`src/rtl/jtag_loader_pkg.sv`:
```
// Shared types and default sizes for the JTAG instruction-memory loader.
package jtag_loader_pkg;

    localparam int BYTE_WIDTH_DEF  = 8;
    localparam int WORD_BYTES_DEF  = 4;
    localparam int ADDR_WIDTH_DEF  = 13;
    localparam int SYNC_STAGES_DEF = 2;

    typedef enum logic [2:0] {
        IDLE,
        WAIT,
        ACK,
        WRITE,
        FLUSH,
        DONE
    } loader_state_e;

endpackage

```
`src/rtl/jtag_sync.sv`:
```
// Multi-flop single-bit synchroniser into the core clock, cleared by synchronous reset.
module jtag_sync #(
    parameter int STAGES = 2
) (
    input  logic clk,
    input  logic rst,
    input  logic d,
    output logic q
);

    logic [STAGES-1:0] chain;

    always_ff @(posedge clk) begin
        if (rst) chain <= '0;
        else     chain <= {chain[STAGES-2:0], d};
    end

    assign q = chain[STAGES-1];

endmodule

```
`src/rtl/jtag_loader.sv`:
```
// Core-clock side of the JTAG loader: handshakes bytes from the TCK receiver, packs them
// into words and writes instruction memory. Optional running checksum: JTAG_LOADER_CHECKSUM_EN.
module jtag_loader
    import jtag_loader_pkg::*;
#(
    parameter int BYTE_WIDTH  = BYTE_WIDTH_DEF,
    parameter int WORD_BYTES  = WORD_BYTES_DEF,
    parameter int ADDR_WIDTH  = ADDR_WIDTH_DEF,
    parameter int SYNC_STAGES = SYNC_STAGES_DEF
) (
    input  logic                             clk_i,
    input  logic                             rst_i,
    input  logic [BYTE_WIDTH-1:0]            jtag_data_i,
    input  logic                             jtag_word_rdy_i,
    output logic                             jtag_ack_o,
    input  logic                             jtag_sel_i,
    input  logic                             jtag_reset_i,
    output logic                             mem_we_o,
    output logic [ADDR_WIDTH-1:0]            mem_addr_o,
    output logic [BYTE_WIDTH*WORD_BYTES-1:0] mem_wdata_o,
    output logic [WORD_BYTES-1:0]            mem_be_o,
    output logic                             core_rst_o,
    output logic                             overflow_o,
    output logic [31:0]                      checksum_o
);

    localparam int IDX_W = (WORD_BYTES > 1) ? $clog2(WORD_BYTES) : 1;
    localparam logic [IDX_W-1:0]      IDX_LAST = IDX_W'(WORD_BYTES - 1);
    localparam logic [ADDR_WIDTH-1:0] ADDR_MAX = '1;

    logic rdy_s, sel_s, trst_s, sel_q, sel_rise, abort;

    jtag_sync #(.STAGES(SYNC_STAGES)) u_sync_rdy  (.clk(clk_i), .rst(rst_i), .d(jtag_word_rdy_i), .q(rdy_s));
    jtag_sync #(.STAGES(SYNC_STAGES)) u_sync_sel  (.clk(clk_i), .rst(rst_i), .d(jtag_sel_i),      .q(sel_s));
    jtag_sync #(.STAGES(SYNC_STAGES)) u_sync_trst (.clk(clk_i), .rst(rst_i), .d(jtag_reset_i),    .q(trst_s));

    loader_state_e state, state_nxt;

    logic [IDX_W-1:0]                       idx;
    logic [WORD_BYTES-1:0][BYTE_WIDTH-1:0] word;
    logic [WORD_BYTES-1:0]                 be;
    logic [ADDR_WIDTH-1:0]                 addr;
    logic                                  ack, we, core_rst, overflow;

    assign sel_rise = sel_s & ~sel_q;
    assign abort    = trst_s && (state != IDLE);

    always_ff @(posedge clk_i) begin
        if (rst_i) state <= IDLE;
        else       state <= state_nxt;
    end

    always_comb begin
        state_nxt = state;
        if (abort) begin
            state_nxt = IDLE;
        end else begin
            case (state)
                IDLE:    if (sel_rise) state_nxt = WAIT;
                WAIT: begin
                    if (rdy_s)       state_nxt = ACK;
                    else if (!sel_s) state_nxt = (idx != '0) ? FLUSH : DONE;
                end
                ACK:     if (!rdy_s) state_nxt = (idx == IDX_LAST) ? WRITE : WAIT;
                WRITE:   state_nxt = WAIT;
                FLUSH:   state_nxt = DONE;
                DONE:    state_nxt = IDLE;
                default: state_nxt = IDLE;
            endcase
        end
    end

    // Ack and write strobe are flops so the receiver and memory see glitch-free levels.
    always_ff @(posedge clk_i) begin
        if (rst_i) begin
            sel_q    <= 1'b0;
            idx      <= '0;
            word     <= '0;
            be       <= '0;
            addr     <= '0;
            ack      <= 1'b0;
            we       <= 1'b0;
            core_rst <= 1'b0;
            overflow <= 1'b0;
        end else begin
            sel_q <= sel_s;
            ack   <= (state_nxt == ACK);
            we    <= ((state_nxt == WRITE) || (state_nxt == FLUSH)) && !overflow;
            if (abort) begin
                addr     <= '0;
                idx      <= '0;
                word     <= '0;
                be       <= '0;
                core_rst <= 1'b0;
            end else begin
                case (state)
                    IDLE: if (sel_rise) begin
                        addr     <= '0;
                        idx      <= '0;
                        word     <= '0;
                        be       <= '0;
                        overflow <= 1'b0;
                        core_rst <= 1'b1;
                    end
                    WAIT: if (rdy_s) begin
                        word[idx] <= jtag_data_i;
                        be[idx]   <= 1'b1;
                    end
                    ACK: if (!rdy_s && (idx != IDX_LAST)) idx <= idx + IDX_W'(1);
                    WRITE, FLUSH: begin
                        // The last address saturates; everything after it is dropped.
                        if (addr == ADDR_MAX)  overflow <= 1'b1;
                        else if (state == WRITE) addr   <= addr + ADDR_WIDTH'(1);
                        idx  <= '0;
                        word <= '0;
                        be   <= '0;
                    end
                    DONE: core_rst <= 1'b0;
                    default: ;
                endcase
            end
        end
    end

`ifdef JTAG_LOADER_CHECKSUM_EN
    logic [31:0] checksum;

    always_ff @(posedge clk_i) begin
        if (rst_i)                          checksum <= '0;
        else if (state == IDLE && sel_rise) checksum <= '0;
        else if (we)                        checksum <= checksum + 32'(mem_wdata_o);
    end

    assign checksum_o = checksum;
`else
    assign checksum_o = '0;
`endif

    assign jtag_ack_o  = ack;
    assign mem_we_o    = we;
    assign mem_addr_o  = addr;
    assign mem_wdata_o = word;
    assign mem_be_o    = be;
    assign core_rst_o  = core_rst;
    assign overflow_o  = overflow;

endmodule

```
`config.mk`:
```
export PLATFORM = sky130hd
export DESIGN_NAME = jtag_loader
export DESIGN_NICKNAME = d
export VERILOG_FILES = /design/src/rtl/jtag_loader_pkg.sv /design/src/rtl/jtag_sync.sv /design/src/rtl/jtag_loader.sv
export SDC_FILE = /design/constraint.sdc
export NUM_CORES = 1
export LEC_CHECK = 0
export CORE_UTILIZATION = 45
export CTS_CLUSTER_DIAMETER = 80
export DETAILED_ROUTE_END_ITERATION = 7
export PLACE_DENSITY = 0.78
export SLEW_MARGIN = 30
export SYNTH_ARGS = -nofsm -noshare
export SYNTH_HDL_FRONTEND = slang
export SYNTH_HIERARCHICAL = 1
export SYNTH_SLANG_ARGS = --single-unit
```
`constraint.sdc`:
```
create_clock -name clk_i -period 2.4 [get_ports clk_i]
set_input_delay 0.24 -clock clk_i [delete_from_list [all_inputs] [get_ports clk_i]]
set_output_delay 0.24 -clock clk_i [all_outputs]
set_load 0.02 [all_outputs]
```
==> metrics <==
EDFF count, synth 0; CTS resizes 0; gpl congestion 0.843; CP Class flip-flop to flip-flop; synthesis-to-layout area growth 27.8%; die area 6750 um^2; post-synth cell types 45; RSZ-0062 raised after global routing false; period utilization roughly 90%; WHS Endpoint u_sync_sel/chain[1]; final hold vios 0; Die X 82.2 um; Skew-Pair Late Insertion Delay 0.34 ns; All-Layer GR Usage between 20% and 30%; FP Rows 28; Pleak approximately 0.0014 uW; Pre-antenna DRT Iters 4; Tightest Pin Transition 0.680 ns; wirelength, routed 6550 um; Synth Area per Inst between 9 and 10 um^2; fin crit period 2.19 ns; Yosys warning total 6; setup violators final 0; Synth async-reset ratio 0%; hold path cells 1; worst min-delay path category flip-flop to flip-flop; H-tree depth 3; core area 6060 um^2; Longest Clk Path Bufs 2; Final nets 402; Slew Limit Fails 0; IO Pins 98; Top FF cell, synth dfxtp_1; post-CTS setup buffers 0; Fillers 555; setup clock skew after layout 0.0122 ns; DRC marker count from the first detailed-route iteration 108; number of global-route vias before repair 2128; gr ovfl total 0; antenna cells 0; vias per inst 5.23; most frequent cells in the layout 65 x dfxtp_1, 65 x clkdlybuf4s50_1, 58 x nor2_1; antenna viol nets, final 0; CP Launch Type flip-flop; R2R setup slack 0.21 ns; slew margin rel. 54.6%; WP data required 2.67 ns; power per cell area between 600 and 700 nW/um^2; R2R Path End mem_addr_o[9]; max cap viols 0; clk root buf clkbuf_8; Reg-to-Reg Start state[1]; Mapped Cells 318; final instance area 3690 um^2; Max Freq 0.457 GHz; # clock sinks 65; first-pass GRT wire length 10500 um; CTS tree built; crit-path max FO 11; peak supply drop 0.527 mV; layout cells sized above 1 6.94%; CTS Hold Bufs 0; placed standard-cell area between 3000 and 4000 um^2; Critical Path End Type flip-flop; antenna violations before repair 0; dpl hpwl 4640 um; Synth Cell Area 2890 um^2; Vias 2427; status finished clean; crit path DAT ~2.5 ns; Worst R2R Path Depth 5; largest net degree at the start of global routing 38; setup TNS 0 ns; register area share after synthesis about 45%; total CTS buffers 9; Starting Density approximately 48%; hold_sp u_sync_sel/chain[0]; I/O Buffers 65; Die Span Y 82.2 um; synthesis-stage register bit count 65; drc violations 0; DR WL/cell 14.1 um; Clock transition at path regs ~0.07 ns
## cell families (layout without fill, tap and decap cells)
logic type,count (synthesis),in the layout,share of synthesized area (%)
AND/OR/NAND/NOR,113,113,19.6
AO/OA/AOI/OAI,70,70,18.0
flip-flops,65,65,45.0
buffers and inverters,52,92,11.3
XOR/XNOR,6,6,1.82
multiplexers,6,6,2.08
adder cells (fa/ha/maj),5,5,2.16
other,1,32,0.130
## flip-flops by register name (all words and copies together), names as in the netlist
name               cells
core_rst_o             1
idx                    2
u_sync_rdy/chain       2
mem_be_o               4
sel_q                  1
mem_addr_o            13
overflow_o             1
mem_we_o               1
jtag_ack_o             1
state                  3
u_sync_trst/chain      2
u_sync_sel/chain       2
mem_wdata_o           32
## report_power, final
group | switching [uW] | internal (uW) | total (uW)
Clock | 392 | 506 | 898
Combinational | 151 | 73.3 | 225
Sequential | 12.8 | 1090 | 1110
## cell usage after synthesis (all sizes together) (7+ instances only)
cell type	number	area share, %
dfxtp	65	45
nor2b	10	2.2
buf	39	9.6
a21oi	12	2.5
nand2	9	1.2
a22oi	32	8.3
nor2	58	7.5
clkbuf	7	0.91
## layout make-up
| cell class | count | area, um^2 | share of cell area [%] |
|---|---|---|---|
| flip-flops and latches | 65 | 1300 | 35.2 |
| multi-input cells | 232 | 1400 | 37.9 |
| well taps | 75 | 93.8 | 2.54 |
| clock buffers | 13 | 149 | 4.03 |
| clock inverters | 3 | 40.0 | 1.08 |
| inverters | 6 | 22.5 | 0.610 |
| repair buffers | 70 | 688 | 18.6 |
## worst max path at each step
stage	startpoint	cells after the start	slack, ns	to
finish	state[1]	5	0.21	mem_addr_o[9]
global route	state[1]	5	0.03	mem_addr_o[9]
CTS	state[1]	5	0.21	mem_addr_o[9]
detailed placement	state[1]	5	0.25	mem_addr_o[11]
global placement	state[1]	4	0.36	mem_wdata_o[21]
floorplan	state[1]	6	0.42	mem_addr_o[11]
## per-stage QoR
step                util, %  setup slack [ns]  hold WS (ns)  power [uW]  std cells
detailed placement     57.8             0.248         0.428        1350        448
floorplan                 -             0.422         0.309        1310        349
global placement       57.5             0.358         0.419        1350        448
finish                 61.0             0.210         0.433        2230        464
global route           61.0            0.0278         0.445        2330        464
CTS                    60.9             0.209         0.438        2240        464
## critical path, cell delays in order (launching register included)
cell and delay [ns]:
dfxtp_1 0.40, and3b_1 0.37, o211ai_1 0.62, o2111ai_4 0.19, or3_1 0.38, a21oi_1 0.15
## routing by layer
metal | wire (um) | share of wire [%] | track usage, % | vias to the layer above
li1 | - | - | - | 1186
met2 | 3180 | 48 | 31.7 | 77
met1 | 2930 | 45 | 27.4 | 1158
met3 | 374 | 5.7 | 7.80 | 6
met5 | 0 | 0 | 0 | -
met4 | 70 | 1.1 | 7.72 | 0
Note: power is estimated with default switching activity, not from simulation.
